## src/rtl/spi_flash_pkg.sv

```systemverilog
// spi_flash_pkg: shared state encoding, SPI constants and width helper for the flash cache controller
package spi_flash_pkg;
  typedef enum logic [2:0] {IDLE, CS_ON, SHIFT_OUT, SHIFT_IN, CS_OFF, RESPOND, HOLDOFF} state_t;
  localparam logic [7:0] DEF_READ_CMD = 8'h03;
  localparam int CMD_BITS = 32;
  function automatic int clog2(input int v);
    int r = 0;
    while ((1 << r) < v) r++;
    return r;
  endfunction
endpackage

```

## src/rtl/spi_flash_cache_controller_spi_shift_engine.sv

```systemverilog
// spi_shift_engine: mode-0 SPI bit engine with clock divider, 32-bit transmit and byte-wide receive shifters
module spi_shift_engine
  import spi_flash_pkg::*;
#(
  parameter int CLK_DIV = 2,
  parameter int CNT_W = 16
) (
  input  logic                clk,
  input  logic                rst,
  input  logic                start,
  input  logic [CMD_BITS-1:0] tx_data,
  input  logic [CNT_W-1:0]    nbits,
  input  logic                miso,
  output logic                sck,
  output logic                mosi,
  output logic [7:0]          rx_byte,
  output logic                byte_done,
  output logic                done
);
  localparam int DW = clog2(CLK_DIV) > 0 ? clog2(CLK_DIV) : 1;
  logic act_q, act_d, sck_q, sck_d, byte_done_q, byte_done_d, tick, rise, fall;
  logic [DW-1:0] div_q, div_d;
  logic [CNT_W-1:0] bits_q, bits_d;
  logic [CMD_BITS-1:0] tx_q, tx_d;
  logic [7:0] rx_q, rx_d;
  logic [2:0] rxc_q, rxc_d;
  always_comb begin
    tick = act_q && div_q == DW'(CLK_DIV - 1);
    rise = tick && !sck_q;
    fall = tick && sck_q;
    done = fall && bits_q == CNT_W'(1);
    act_d = start || (act_q && !done);
    div_d = (start || tick) ? '0 : act_q ? div_q + DW'(1) : div_q;
    sck_d = start ? 1'b0 : tick ? !sck_q : sck_q;
    tx_d = start ? tx_data : fall ? tx_q << 1 : tx_q;
    bits_d = start ? nbits : fall ? bits_q - CNT_W'(1) : bits_q;
    rx_d = rise ? {rx_q[6:0], miso} : rx_q;
    rxc_d = start ? 3'd0 : rise ? rxc_q + 3'd1 : rxc_q;
    byte_done_d = rise && rxc_q == 3'd7;
  end
  always_ff @(posedge clk or posedge rst) begin
    if (rst) begin
      act_q <= 1'b0;
      sck_q <= 1'b0;
      byte_done_q <= 1'b0;
      div_q <= '0;
      bits_q <= '0;
      tx_q <= '0;
      rx_q <= '0;
      rxc_q <= '0;
    end else begin
      act_q <= act_d;
      sck_q <= sck_d;
      byte_done_q <= byte_done_d;
      div_q <= div_d;
      bits_q <= bits_d;
      tx_q <= tx_d;
      rx_q <= rx_d;
      rxc_q <= rxc_d;
    end
  end
  assign sck = sck_q;
  assign mosi = tx_q[CMD_BITS-1];
  assign rx_byte = rx_q;
  assign byte_done = byte_done_q;
endmodule

```

## src/rtl/spi_flash_cache_controller.sv

```systemverilog
// spi_flash_cache_controller: direct-mapped line buffer in front of an SPI flash serving core byte fetches
module spi_flash_cache_controller
  import spi_flash_pkg::*;
#(
  parameter int ADDR_WIDTH = 24,
  parameter int LINE_BYTES = 8,
  parameter int NUM_LINES = 4,
  parameter int CLK_DIV = 2,
  parameter logic [7:0] READ_CMD = DEF_READ_CMD
) (
  input  logic                  clk,
  input  logic                  rst,
  input  logic                  chipSel,
  input  logic                  readMem,
  input  logic [ADDR_WIDTH-1:0] addressBus,
  input  logic                  flush,
  output logic [7:0]            dataOut,
  output logic                  ready,
  output logic                  SCK,
  output logic                  CSbar,
  output logic                  DI,
  input  logic                  DO
);
  localparam int OW = clog2(LINE_BYTES);
  localparam int IW0 = clog2(NUM_LINES);
  localparam int IW = IW0 > 0 ? IW0 : 1;
  localparam int TW = ADDR_WIDTH - OW - IW0;
  localparam int BW = OW > 2 ? OW : 2;
  localparam int CW = 16;
  state_t state_q, state_d;
  logic ready_q, ready_d, req, hit, start, tag_we, line_we, mosi, sck, byte_done, done;
  logic [7:0] dout_q, dout_d, rx_byte;
  logic [NUM_LINES-1:0] valid_q, valid_d;
  logic [ADDR_WIDTH-1:0] faddr_q, faddr_d;
  logic [BW-1:0] bc_q, bc_d;
  logic [OW-1:0] off;
  logic [IW-1:0] idx, fidx;
  logic [TW-1:0] tag, ftag;
  logic [TW-1:0] tag_q [NUM_LINES];
  logic [7:0] line_q [NUM_LINES][LINE_BYTES];
  assign off = addressBus[OW-1:0];
  assign idx = IW'((addressBus >> OW) & ADDR_WIDTH'(NUM_LINES - 1));
  assign tag = TW'(addressBus >> (OW + IW0));
  assign fidx = IW'((faddr_q >> OW) & ADDR_WIDTH'(NUM_LINES - 1));
  assign ftag = TW'(faddr_q >> (OW + IW0));
  always_comb begin
    req = chipSel && readMem;
    hit = valid_q[idx] && tag_q[idx] == tag && !flush;
    state_d = state_q;
    ready_d = 1'b0;
    dout_d = dout_q;
    valid_d = flush ? '0 : valid_q;
    faddr_d = faddr_q;
    bc_d = bc_q;
    start = 1'b0;
    tag_we = 1'b0;
    line_we = 1'b0;
    case (state_q)
      IDLE: begin
        ready_d = req && hit;
        dout_d = req && hit ? line_q[idx][off] : dout_q;
        faddr_d = req && !hit ? addressBus : faddr_q;
        state_d = !req ? IDLE : hit ? HOLDOFF : CS_ON;
      end
      CS_ON: begin
        start = 1'b1;
        bc_d = '0;
        state_d = SHIFT_OUT;
      end
      SHIFT_OUT: begin
        bc_d = byte_done ? (bc_q == BW'(3) ? '0 : bc_q + BW'(1)) : bc_q;
        state_d = byte_done && bc_q == BW'(3) ? SHIFT_IN : SHIFT_OUT;
      end
      SHIFT_IN: begin
        line_we = byte_done;
        bc_d = byte_done ? bc_q + BW'(1) : bc_q;
        state_d = done ? CS_OFF : SHIFT_IN;
      end
      CS_OFF: begin
        tag_we = 1'b1;
        valid_d[fidx] = 1'b1;
        ready_d = req && idx == fidx && tag == ftag;
        dout_d = ready_d ? line_q[fidx][off] : dout_q;
        state_d = RESPOND;
      end
      RESPOND: state_d = HOLDOFF;
      default: state_d = IDLE;
    endcase
  end
  always_ff @(posedge clk or posedge rst) begin
    if (rst) begin
      state_q <= IDLE;
      ready_q <= 1'b0;
      dout_q <= '0;
      valid_q <= '0;
      faddr_q <= '0;
      bc_q <= '0;
    end else begin
      state_q <= state_d;
      ready_q <= ready_d;
      dout_q <= dout_d;
      valid_q <= valid_d;
      faddr_q <= faddr_d;
      bc_q <= bc_d;
    end
  end
  always_ff @(posedge clk) begin
    if (line_we) line_q[fidx][OW'(bc_q)] <= rx_byte;
    if (tag_we) tag_q[fidx] <= ftag;
  end
  spi_shift_engine #(.CLK_DIV(CLK_DIV), .CNT_W(CW)) u_eng (
    .clk(clk),
    .rst(rst),
    .start(start),
    .tx_data({READ_CMD, 24'((faddr_q >> OW) << OW)}),
    .nbits(CW'(CMD_BITS + 8 * LINE_BYTES)),
    .miso(DO),
    .sck(sck),
    .mosi(mosi),
    .rx_byte(rx_byte),
    .byte_done(byte_done),
    .done(done)
  );
  assign dataOut = dout_q;
  assign ready = ready_q;
  assign SCK = sck;
  assign CSbar = !(state_q == CS_ON || state_q == SHIFT_OUT || state_q == SHIFT_IN);
  assign DI = state_q == CS_ON ? READ_CMD[7] : (state_q == SHIFT_OUT || state_q == SHIFT_IN) && mosi;
endmodule

```

## config.mk

```make
export PLATFORM = sky130hd
export DESIGN_NAME = spi_flash_cache_controller
export DESIGN_NICKNAME = d
export VERILOG_FILES = /design/src/rtl/spi_flash_pkg.sv /design/src/rtl/spi_flash_cache_controller_spi_shift_engine.sv /design/src/rtl/spi_flash_cache_controller.sv
export SDC_FILE = /design/constraint.sdc
export NUM_CORES = 1
export LEC_CHECK = 0
export CAP_MARGIN = 20
export CORE_MARGIN = 5
export CORE_UTILIZATION = 45
export DETAILED_ROUTE_END_ITERATION = 8
export REMOVE_ABC_BUFFERS = 1
export SETUP_SLACK_MARGIN = 0.5
export SYNTH_ARGS = -nofsm -noshare
export SYNTH_HDL_FRONTEND = slang
export SYNTH_SLANG_ARGS = --single-unit
```

## constraint.sdc

```tcl
create_clock -name clk -period 4.85 [get_ports clk]
set_input_delay 0.97 -clock clk [delete_from_list [all_inputs] [get_ports clk]]
set_output_delay 0.97 -clock clk [all_outputs]
set_load 0.01 [all_outputs]
```

* After elaboration in Yosys (flattened, before gate mapping)
Memory sizes are Yosys's and may differ from the RTL's.
Index checks and enable logic that the tools add are counted.
Widths: inputs -> output; s select.
** Storage, ports and cells
- Output and inout bits :: 12
- Memories :: 2
- Memory bits (writable) :: 332
- Bits in registers :: 106
** Operators by class
- Add/sub/neg operators :: 4
- Mux-type cells :: 45
- Magnitude comparators :: 6
- Bitwise logic cells :: 3
- Reduce and logical (&&, ||, !) cells :: 37
- Eq/ne operators :: 15
** Memory list
- line_q :: words 4, width 64, rd ports 2, clocked after Yosys merged registers in 0, write ports 1, RTL line spi_flash_cache_controller.sv:40 : logic [7:0] line_q [NUM_LINES][LINE_BYTES];
- tag_q :: words 4, width 19, rd ports 1, clocked after Yosys merged registers in 0, write ports 1, RTL line spi_flash_cache_controller.sv:39 : logic [TW-1:0] tag_q [NUM_LINES];
** Operators by type and width (count)
- $mux 32 :: 2
- $mux 64 :: 1
- $mux 8 :: 7
- $bmux 8 s3 :: 2
- $eq 19x19->1 :: 2
- $mux 16 :: 2
- $demux 8 s3 :: 1
- $mux 3 :: 8
- $pmux 3 s6 :: 1
- $logic_and 1x1->1 :: 17
- $eq 16x1->1 const B :: 1
- $pmux 8 s2 :: 1
- $sub 16x1->16 const B :: 1
- $mux 1 :: 14
- $reduce_bool 2->1 :: 5
- $eq 3x2->1 const B :: 3
- $eq 3x3->1 const B :: 3
- $pmux 3 s3 :: 1
- $ge 4x4->1 const B :: 2
- $mux 4 :: 2
- $not 3->4 :: 2
- $add 3x1->3 const B :: 2
- $lt 2x3->1 const B :: 2
- $reduce_and 3->1 :: 2
- other kinds (16) :: 26

* Logic depth before layout (Yosys ltp)
Gate-level depths: netlist of the first run.
- Depth after elaboration :: 7
- Depth in mapped cells :: 11
- Mapped depth without buffers :: 7

* Modules after synthesis
From an unflattened synthesis of the first run, not the netlist that was laid out.
** Second synthesis, totals
- Cells, all modules :: 1184
- Area total of the unflattened synthesis :: 20079.3 um^2
** Modules (own cells, without submodules)
- spi_flash_cache_controller :: area each 17133.9 um^2, times used 1, cells each 900
- spi_shift_engine :: area each 2945.3 um^2, times used 1, cells each 284

* Worst setup path after synthesis of the first run
OpenSTA, ideal clock, no wires.
- Path type :: input port to flip-flop
- Start point :: input port addressBus[4]
- End point :: register dout_q[5] (netlist: dataOut[5])
- Required time :: 4.723 ns
- Stages on the path :: 9
- Setup slack :: 1.503 ns
- Setup time :: 0.127 ns
- Arrival time :: 3.219 ns
- Buffers on the path :: 4
- Cell sequence :: buf_2 -> buf_2 -> buf_2 -> buf_1 -> mux4_2 -> mux4_2 -> a22oi_1 -> nand2_1 -> mux2_1
** On the way
- Word-level cells in the longest chain between the ends :: 7
- Elaborated cells on any way between the ends :: 19
- Classes of those cells :: eq/ne (4); mux (7); reduce/logical (6); memory (2)
** Ends and longest elaborated chain
- start, declared :: RTL line spi_flash_cache_controller.sv:15 : input logic [ADDR_WIDTH-1:0] addressBus,
- $mem_v2 4x19 / $bmux 1 s2 (equally long branches)
- $eq 19x19->1 / $mux 1 (equally long branches) :: RTL line spi_flash_cache_controller.sv:48 : hit = valid_q[idx] && tag_q[idx] == tag && !flush;
- $logic_and 1x1->1 (2 in a row) :: RTL line spi_flash_cache_controller.sv:48
- $logic_and 1x1->1 :: RTL line spi_flash_cache_controller.sv:61 : dout_d = req && hit ? line_q[idx][off] : dout_q;
- $ne 2x2->1 (no line)
- $reduce_and 3->1 (no line)
- end signal, assigned :: RTL line spi_flash_cache_controller.sv:101 : dout_q <= dout_d;
- end, declared :: RTL line spi_flash_cache_controller.sv:32 : logic [7:0] dout_q, dout_d, rx_byte;
Several ways; a longest one is shown, not always the timed one. The select of a mux whose other input is x is not followed.
A chain may end at the register's enable or synchronous reset.

* Worst setup path in the final report of the first run
- Start point :: input port addressBus[3]
- End point :: register faddr_q[22]
** On the way
- Word-level cells in the longest chain between the ends :: 7
- Elaborated cells on any way between the ends :: 9
- Classes of those cells :: eq/ne (1); mux (2); reduce/logical (5); memory (1)
** Ends and longest elaborated chain
- $mem_v2 4x19 / $bmux 1 s2 (equally long branches)
- $eq 19x19->1 / $mux 1 (equally long branches) :: RTL line spi_flash_cache_controller.sv:48
- $logic_and 1x1->1 * (2 in a row) :: RTL line spi_flash_cache_controller.sv:48
- $logic_not 1->1 * :: RTL line spi_flash_cache_controller.sv:62 : faddr_d = req && !hit ? addressBus : faddr_q;
- $logic_and 1x1->1 * :: RTL line spi_flash_cache_controller.sv:62
- $reduce_and 2->1 (no line) *
- end signal, assigned :: RTL line spi_flash_cache_controller.sv:103 : faddr_q <= faddr_d;
- end, declared :: RTL line spi_flash_cache_controller.sv:34 : logic [ADDR_WIDTH-1:0] faddr_q, faddr_d;
Mark *: on every way between the ends. The rest lies on a longest branch, timed or not. The select of a mux whose other input is x is not followed.

==> results of run 1 <==
-- per-layer routing --
metal / up-vias / global-route usage (%) / wire length (µm)
li1: 4652 / - / -
met1: 5524 / 26.3 / 18900
met2: 305 / 30.9 / 21900
met3: 79 / 3.19 / 2520
met4: 2 / 6.15 / 1320
met5: - / 0 / 13
-- critical path, delay by kind of cell --
| kind | cells | cell delay (ps) |
|---|---|---|
| multiplexers | 2 | 990 |
| XOR/XNOR | 1 | 160 |
| AO/OA/AOI/OAI | 2 | 580 |
| AND/OR/NAND/NOR | 1 | 470 |
| buffers and inverters | 2 | 720 |
-- where the power goes --
| part | switching [µW] | leakage (µW) | total (µW) | internal (µW) |
|---|---|---|---|---|
| Sequential | 649 | 0.00425 | 5480 | 4830 |
| Combinational | 1520 | 0.00275 | 2970 | 1450 |
| Clock | 1410 | 0.000749 | 3560 | 2150 |
-- placed cells by master (no fill, tap or decap), types with 5 or more instances in the layout --
cell type        count
clkbuf_16           49
nor3_1               5
a22oi_1             12
nor4_1               8
ha_1                 7
clkinv_2             6
a22o_1               8
nand2_1             89
a21oi_1             10
mux2_4              19
clkbuf_1            20
buf_16               7
clkbuf_8             5
buf_4               20
o211ai_1             5
o21ai_0              7
nand2b_1             6
nand3_1             13
xnor2_1             20
mux4_1               7
mux2i_1             18
xor2_1              38
mux4_2             157
nand4_1              5
edfxtp_1           332
nor2b_1              5
nor2_1              89
dfrtp_1             98
inv_1               13
mux2_2              16
clkdlybuf4s50_1     38
a221oi_1             8
a31oi_1             20
-- stage by stage --
| stage | cells | hold slack [ps] | instance area, µm² | power, µW |
|---|---|---|---|---|
| global route | 1812 | 531 | 22400 | 12600 |
| finish | 1812 | 502 | 22400 | 12000 |
| global placement | 1717 | 480 | 20700 | 8330 |
| CTS | 1805 | 504 | 22200 | 12000 |
| floorplan | 1069 | 464 | 19300 | 7330 |
| detailed placement | 1718 | 485 | 20700 | 8410 |
-- registers in the layout, summed over array words and instances (netlist names), 4 cells and up --
signal and count:
faddr_q 21, u_eng.bits_q 16, tag_q 76, dataOut 8, u_eng.tx_q 29, line_q 256, valid_q 4, u_eng.rx_byte 8
-- worst max-delay path by stage --
stage / start / endpoint / cells past startpoint
3_5_place_dp: addressBus[3] / faddr_q[22] / 8
3_3_place_gp: addressBus[3] / faddr_q[21] / 8
6_report: addressBus[3] / faddr_q[22] / 8
5_1_grt: addressBus[3] / faddr_q[22] / 8
2_1_floorplan: faddr_q[3] / tag_q[3][0] / 2
4_1_cts: addressBus[3] / faddr_q[22] / 8
-- kinds of logic after synthesis --
kind of cell	count (synthesis)
flip-flops	432
AND/OR/NAND/NOR	251
multiplexers	219
AO/OA/AOI/OAI	88
buffers and inverters	84
XOR/XNOR	58
adder cells (fa/ha/maj)	7
-- layout make-up --
class,instances,area share [%]
well taps,585,3.27
repair buffers,71,3.63
flip-flops and latches,432,55.7
clock buffers,74,6.11
multi-input cells,623,30.3
inverters,14,0.246
clock inverters,13,0.759
==> metrics, run 1 <==
status=finished clean; die height=about 220 µm; Starting Density=a little under half; R2R Path End=dataOut[2]; vias in the first global route=between 10k and 15k; Setup Buffers After CTS=0; drt pass-1 iters=4; LEAKAGE=about 0.0077 µW; Reg clk slew, reported paths=roughly 60 ps; Crit-path slowest cell=mux4_1; dpl ws=just under 800 ps; #FFs+latches synth=432; TNS Setup=0 ps; Worst R2R Path Depth=6; clk_skew=around 9.5 ps; die area=roughly 48,000 µm²; synth top area cells=edfxtp_1 (51%), mux4_2 (18%), dfrtp_1 (13%); largest net degree at the start of global routing=65; num rows=76; post-synthesis xor/xnor area fraction=under 10%; initial drt markers=around 750; worst hold path depth=2; nets=around 1.2k; period utilisation layout=between 70% and 80%; Core ar.=roughly 43,000 µm²; Power Dens Cells=~540 nW/µm²; share of post-route cells with drive strength above 1=approximately a quarter; Worst setup SP type=input port; number of synthesized flops with an enable pin=approximately 330; Final WS setup=between 1000 and 1500 ps; Port Buffers=41; sequential cell area=between 10,000 and 15,000 µm²; Hold Violations, Final=0; dpl hpwl=around 28,000 µm; crit path cell chain=buf_6 > mux4_1 > xor2_1 > nor4_2 > o211ai_1 > o31ai_4 > buf_4 > mux2_2; CTS tree=yes; max_cap viols=0; post-synthesis adder-cell area fraction=less than 1%; post-synthesis mux area share=between 20% and 30%; final antenna-violating net count=0; ys async rst share=23.1%; commonest cells in the netlist=edfxtp_1 (332), mux4_2 (157), dfrtp_1 (100); Post-route DRC=0; final max-slew violation count=0; clk sinks=432; vias per cell=5.83; worst skew pair latency=~570 ps; Max Freq=approximately 0.29 GHz; vias post-DR=10.6k; Layout Area Growth over Synthesis=14.1%; CP Class=in -> reg; diode count=0; I/O pins=42; flop-to-flop setup slack=~1600 ps; WL final=around 45,000 µm; minimum clock period=about 3500 ps; first-pass GRT wire length=slightly below 70,000 µm; Core Util, Final=between 50% and 60%; Mapped Cells=roughly 1.1k; total grt overflow=0; Hold Path Class=reg -> reg; Crit path required time=approximately 5300 ps; final setup fails=0; Crit path arrival time=slightly below 4000 ps; slew margin rel.=roughly 30%; Placer Congestion=0.857; Worst-Margin Slew=roughly 1000 ps; TritonCTS Buffers=47; synth unique cells=57; CTS H-Tree Depth=2; Synth Flop Type=edfxtp_1; post-CTS sizing=0; VDD IR max=0.000329 V; area leader, netlist=edfxtp_1; antenna violations before repair=1; Hold-fix buffers, CTS=0; Seq/Total Area, Yosys=between 60 and 70%; GRT Resource Usage Total=a little under a fifth; most common cell in the netlist=edfxtp_1; hold endpoint=u_eng.tx_q[25]; Crit Path Max Fanout=25; RSZ-0062 raised after global routing=no; Multi-input gate area=between 6000 and 7000 µm²; slowest cell delay on critical path=around 610 ps; simple-gate share of the synthesized area=under 10%; main combinational cell family by area after synthesis=multiplexers; Fill cells=between 3k and 4k; post-synthesis cell area=19,600 µm²; WL/cell=24.7 µm; synth warn=0; min-delay src=u_eng.tx_q[25]; root cell of the clock tree=clkbuf_16; post-synth top area share=around half; CTS max path bufs=3; critical path capture point type=flop; DIE WIDTH=around 220 µm; complex-gate fraction of the synthesized area=3.30%; Syn Area/Cell=around 17 µm²; RR Startpoint=faddr_q[3]
Note: power is estimated with default switching activity, not from simulation.
==> run 2, diff against run 1 <==
- clock period: 4.85 -> 3.5 ns (I/O delays scaled with it)
==> run 2 against run 1 <==
Clock skew is 14 ps higher; first-iteration DRC count is 18% higher; setup slack worse by 700 ps; flip-flop and latch count stayed put; critical path type unchanged; critical endpoint is now faddr_q[4]; largest cell class unchanged.
==> metrics, run 2 (synthesized netlist as in run 1, its figures left out) <==
status=finished clean; Hold Violations, Final=0; Fill cells=around 3.5k; die area=between 40,000 and 50,000 µm²; worst skew pair latency=580 ps; total grt overflow=0; Placer Congestion=~0.89; Hold-fix buffers, CTS=0; CTS tree=yes; clock power share=approximately 29%; dpl hpwl=30,500 µm; TritonCTS Buffers=46; minimum clock period=2830 ps; I/O pins=42; Comb power frac=about a quarter; sequential power share=between 40 and 50%; critical path capture point type=flop; first-pass GRT wire length=just under 70,000 µm; Crit Path Max Fanout=17; initial drt markers=around 890; fin cells=1,864; RSZ-0062 raised after global routing=no; top flop regs=line_q (256), tag_q (76), u_eng.tx_q (29); WL final=around 46,000 µm; worst hold path depth=2; LEAKAGE=0.00802 µW; clk_skew=between 20 and 25 ps; final antenna-violating net count=0; CP Class=in -> reg; Worst-Margin Slew=roughly 960 ps; Worst R2R Path Depth=5; Top reg by flops=line_q; num rows=76; Fin Hold WS=around 490 ps; Starting Density=a little under half; Pint=between 10,000 and 15,000 µW; WL/cell=24.6 µm; Worst setup SP type=input port; TNS Setup=0 ps; dpl cells=roughly 1.8k; CTS max path bufs=3; Reg clk slew, reported paths=~60 ps; slew margin rel.=approximately 36%; vias per cell=5.76; Layout Area Growth over Synthesis=16.2%; period utilisation layout=between 80 and 90%; number of flip-flops in the largest register=256; Core Util, Final=a little over half; largest net degree at the start of global routing=between 50 and 60; die height=219 µm; Crit path required time=between 3000 and 4000 ps; Max Freq=0.353 GHz; commonest non-fill, non-tap cells in the layout=edfxtp_1 (332), mux4_2 (157), dfrtp_1 (98); root cell of the clock tree=clkbuf_16; drt pass-1 iters=5; vias in the first global route=11.2k; diode count=0; vias post-DR=between 10k and 15k; Core ar.=roughly 43,000 µm²; P_sw=5040 µW; antenna violations before repair=2; clk sinks=between 400 and 500; nets=approximately 1.3k; Net Sw Frac=between 30% and 40%; flop-to-flop setup slack=roughly 700 ps; CTS H-Tree Depth=2; final max-slew violation count=0; GRT Resource Usage Total=19.3%; VDD IR max=between 0.0004 and 0.0005 V; DIE WIDTH=about 220 µm; max_cap viols=0; Port Buffers=41; Crit path arrival time=roughly 3300 ps; share of post-route cells with drive strength above 1=around 28%; commonest non-fill, non-tap cell in the layout=edfxtp_1; Hold Path Class=reg -> reg; Power Dens Cells=between 700 and 800 nW/µm²; Post-route DRC=0; final setup fails=0
-- run 2: cell count changes in the layout (fill, tap and decap cells not counted), moves of 2 or more --
cell / before / now
buf_12: 3 / 6
buf_4: 20 / 70
clkbuf_1: 20 / 14
clkbuf_16: 49 / 47
clkinv_1: 1 / 7
clkinv_8: 0 / 2
-- run 2: through the flow --
step	setup slack, ps	total power, µW	cell area, µm²
after floorplan	-1210	10200	19300
after global placement	-6.74	11600	21100
after detailed placement	-20.3	11800	21100
after CTS	521	16600	22600
after global routing	551	17400	22800
final	667	16600	22800
-- run 2: power groups by stage --
stage	logic, µW	clock network, µW	registers, µW
2_1_floorplan	2520	0	7640
3_3_place_gp	3630	0	7980
3_5_place_dp	3820	0	7940
4_1_cts	3840	4890	7840
5_1_grt	4700	5110	7630
6_report	4320	4790	7530
-- run 2: layout make-up --
cell class	count	area (µm²)	area share [%]
Tap cell	585	732	3.21
Clock buffer	67	1310	5.75
Inverter	14	55.1	0.241
Multi-Input combinational cell	623	6800	29.8
Sequential cell	432	12500	54.7
Clock inverter	18	183	0.801
Timing Repair Buffer	125	1250	5.47
-- run 2: path summary, 6_finish.rpt --
path | start | end
worst max-delay path | addressBus[3] | faddr_q[4]
worst min-delay path | u_eng.tx_q[25] | u_eng.tx_q[25]
worst max register to register | state_q[2] | dataOut[3]
worst min register to register | u_eng.tx_q[25] | u_eng.tx_q[25]
max in group asynchronous | rst | u_eng.tx_q[4]
min in group asynchronous | rst | u_eng.rx_byte[0]
-- run 2: what timing repair did --
| item | CTS | global route |
|---|---|---|
| pin swaps | 0 | 0 |
| endpoints found under the setup margin | 1 | 21 |
| resized for setup | 1 | 2 |
| buffers inserted | 0 | 1 |
-- run 2: critical path: stages --
cell and delay [ps]:
buf_6 200, buf_6 280, mux4_2 540, xor2_1 160
nor4_2 290, o21ai_2 160, o31ai_4 250, buf_4 330
mux2_4 330
-- run 2: metal layers --
layer  track usage (%)  vias up  part of all wire, %
met2              32.6      281                   51
met1              26.2     5621                   42
met3              3.74       68                  5.2
met4              4.98        4                  2.4
li1                  -     4761                    -
met5                 0        -                0.074
==> run 3, diff against run 2 <==
- clock period: 3.5 -> 2.6 ns (I/O delays scaled with it)
==> run 3 against run 2 <==
Critical path depth shrank 1; total power increased by 38%; cell count up 3.5%; register-to-register slack got worse by 670 ps; sequential power increased by 31%; final area is 3.2% higher; first-iteration DRC count shrank 8.6%; highest routed layer unchanged.
==> metrics, run 3 (synthesized netlist as in run 1, its figures left out) <==
status=finished clean; CTS max path bufs=3; fin cells=between 1.5k and 2k; flop-to-flop setup slack=around 33 ps; Net Sw Frac=a little under a third; Starting Density=45.6%; Hold-fix buffers, CTS=0; vias in the first global route=11.5k; Reg clk slew, reported paths=60 ps; Worst-Margin Slew=667 ps; Pint=16,000 µW; share of post-route cells with drive strength above 1=between 30% and 40%; clock power share=roughly 27%; sequential cell area=12,500 µm²; vias per cell=roughly 5.7; initial drt markers=slightly above 800; slew margin rel.=between 50% and 60%; total grt overflow=0; Crit path required time=around 3000 ps; final max-slew violation count=0; first-pass GRT wire length=70,800 µm; commonest non-fill, non-tap cell in the layout=edfxtp_1; die height=around 220 µm; GRT Resource Usage Total=roughly a fifth; top flop regs=line_q (256), tag_q (76), u_eng.tx_q (29); critical path capture point type=flop; clk_skew=24.9 ps; RSZ-0062 raised after global routing=yes; CP Class=reg -> reg; WL/cell=between 20 and 25 µm; I/O pins=42; Placer Congestion=0.866; minimum clock period=about 2600 ps; drt pass-1 iters=5; Crit path arrival time=between 3000 and 4000 ps; WL final=~47,000 µm; placed cell areas=21,700 µm²; VDD IR max=roughly 0.00060 V; LEAKAGE=0.00842 µW; worst skew pair latency=between 500 and 600 ps; final antenna-violating net count=0; clk sinks=between 400 and 500; P_sw=approximately 7000 µW; largest net degree at the start of global routing=47; finished layout cell area=~24,000 µm²; commonest non-fill, non-tap cells in the layout=edfxtp_1 (332), mux4_2 (159), buf_4 (111); num rows=76; Hold Path Class=in -> async; Fill cells=3,392; final setup fails=0; period utilisation layout=98.7%; Top reg by flops=line_q; Power Dens Cells=slightly below 1000 nW/µm²; Worst R2R Path Depth=8; root cell of the clock tree=clkbuf_16; TritonCTS Buffers=46; number of flip-flops in the largest register=256; Max Freq=0.390 GHz; dpl cells=roughly 1.8k; Multi-input gate area=about 7000 µm²; dpl hpwl=a little over 30,000 µm; R2R Path End=faddr_q[7]; Layout Area Growth over Synthesis=19.9%; Crit Path Max Fanout=6; Worst setup SP type=flop; nets=1,344; DIE WIDTH=between 200 and 250 µm; Port Buffers=between 40 and 50; die area=47,900 µm²; Core ar.=around 43,000 µm²; Post-route DRC=0; Comb power frac=between 20% and 30%; antenna violations before repair=1; vias post-DR=roughly 11k; Hold Violations, Final=0; CTS H-Tree Depth=2; sequential power share=between 40% and 50%; RR Startpoint=tag_q[2][16]; max_cap viols=0; CTS tree=yes
-- run 3: cell types whose count changed in the layout (fill, tap and decap cells not counted), moves of 6 or more --
cell | before | now
buf_4 | 70 | 111
clkdlybuf4s50_1 | 38 | 32
mux2_4 | 19 | 28
buf_6 | 2 | 12
buf_12 | 6 | 25
mux2_2 | 16 | 9
-- run 3: area by class of cell --
class / instances / share of cell area [%]
Sequential cell: 432 / 53.0
Clock inverter: 27 / 0.903
Timing Repair Buffer: 190 / 8.19
Multi-Input combinational cell: 623 / 29.4
Antenna cell: 1 / 0.0106
Clock buffer: 57 / 5.20
Tap cell: 585 / 3.11
Inverter: 14 / 0.234
-- run 3: worst max-delay path by stage --
stage                  start           to  slack, ps  cells past startpoint
2_1_floorplan     faddr_q[3]  tag_q[3][0]      -2110                      2
3_3_place_gp   addressBus[3]  faddr_q[22]       -500                      9
3_5_place_dp   addressBus[3]  faddr_q[22]       -490                      9
4_1_cts         tag_q[3][16]  faddr_q[14]         20                      8
5_1_grt         tag_q[3][13]  faddr_q[14]        -50                      8
6_report        tag_q[2][16]   faddr_q[7]         30                      8
-- run 3: repair_timing --
action	in CTS	in global routing
pin swaps	8	7
resized for setup	48	19
gates cloned	3	0
hold endpoints to repair	0	0
buffers inserted	7	10
endpoints found under the setup margin	320	293
-- run 3: power groups by stage --
| stage | clock network (µW) | registers (µW) | logic [µW] |
|---|---|---|---|
| after floorplan | 0 | 10300 | 3390 |
| after global placement | 0 | 9980 | 6200 |
| after detailed placement | 0 | 10000 | 6270 |
| after CTS | 6460 | 9830 | 6660 |
| after global routing | 6750 | 9960 | 7380 |
| final | 6300 | 9840 | 6850 |
-- run 3: metrics by stage --
step	power, µW	TNS [ps]	utilization, %	setup slack (ps)	hold slack, ps
2_1_floorplan	13700	-535210	-	-2110	464
6_report	23000	0	54.7	33.4	332
5_1_grt	24100	-978	54.7	-53.8	370
3_5_place_dp	16300	-14380	50.4	-492	486
4_1_cts	22900	0	54.2	17.8	324
3_3_place_gp	16200	-14490	50.4	-496	480
-- run 3: routing by layer --
metal | vias to the layer above | GRT usage, % | share of wire, %
li1 | 4899 | - | -
met1 | 5754 | 26.2 | 42
met2 | 256 | 33.5 | 51
met3 | 71 | 3.86 | 5.2
met5 | - | 0 | 0.039
met4 | 2 | 5.44 | 2.1
-- run 3: worst max-delay path, stage by stage (launching register included) --
cell and delay [ps]:
edfxtp_1 380, mux4_2 490, xor2_1 170, nor4_2 370, o211ai_1 220, o31ai_4 210
buf_6 160, buf_8 140, mux2_4 300
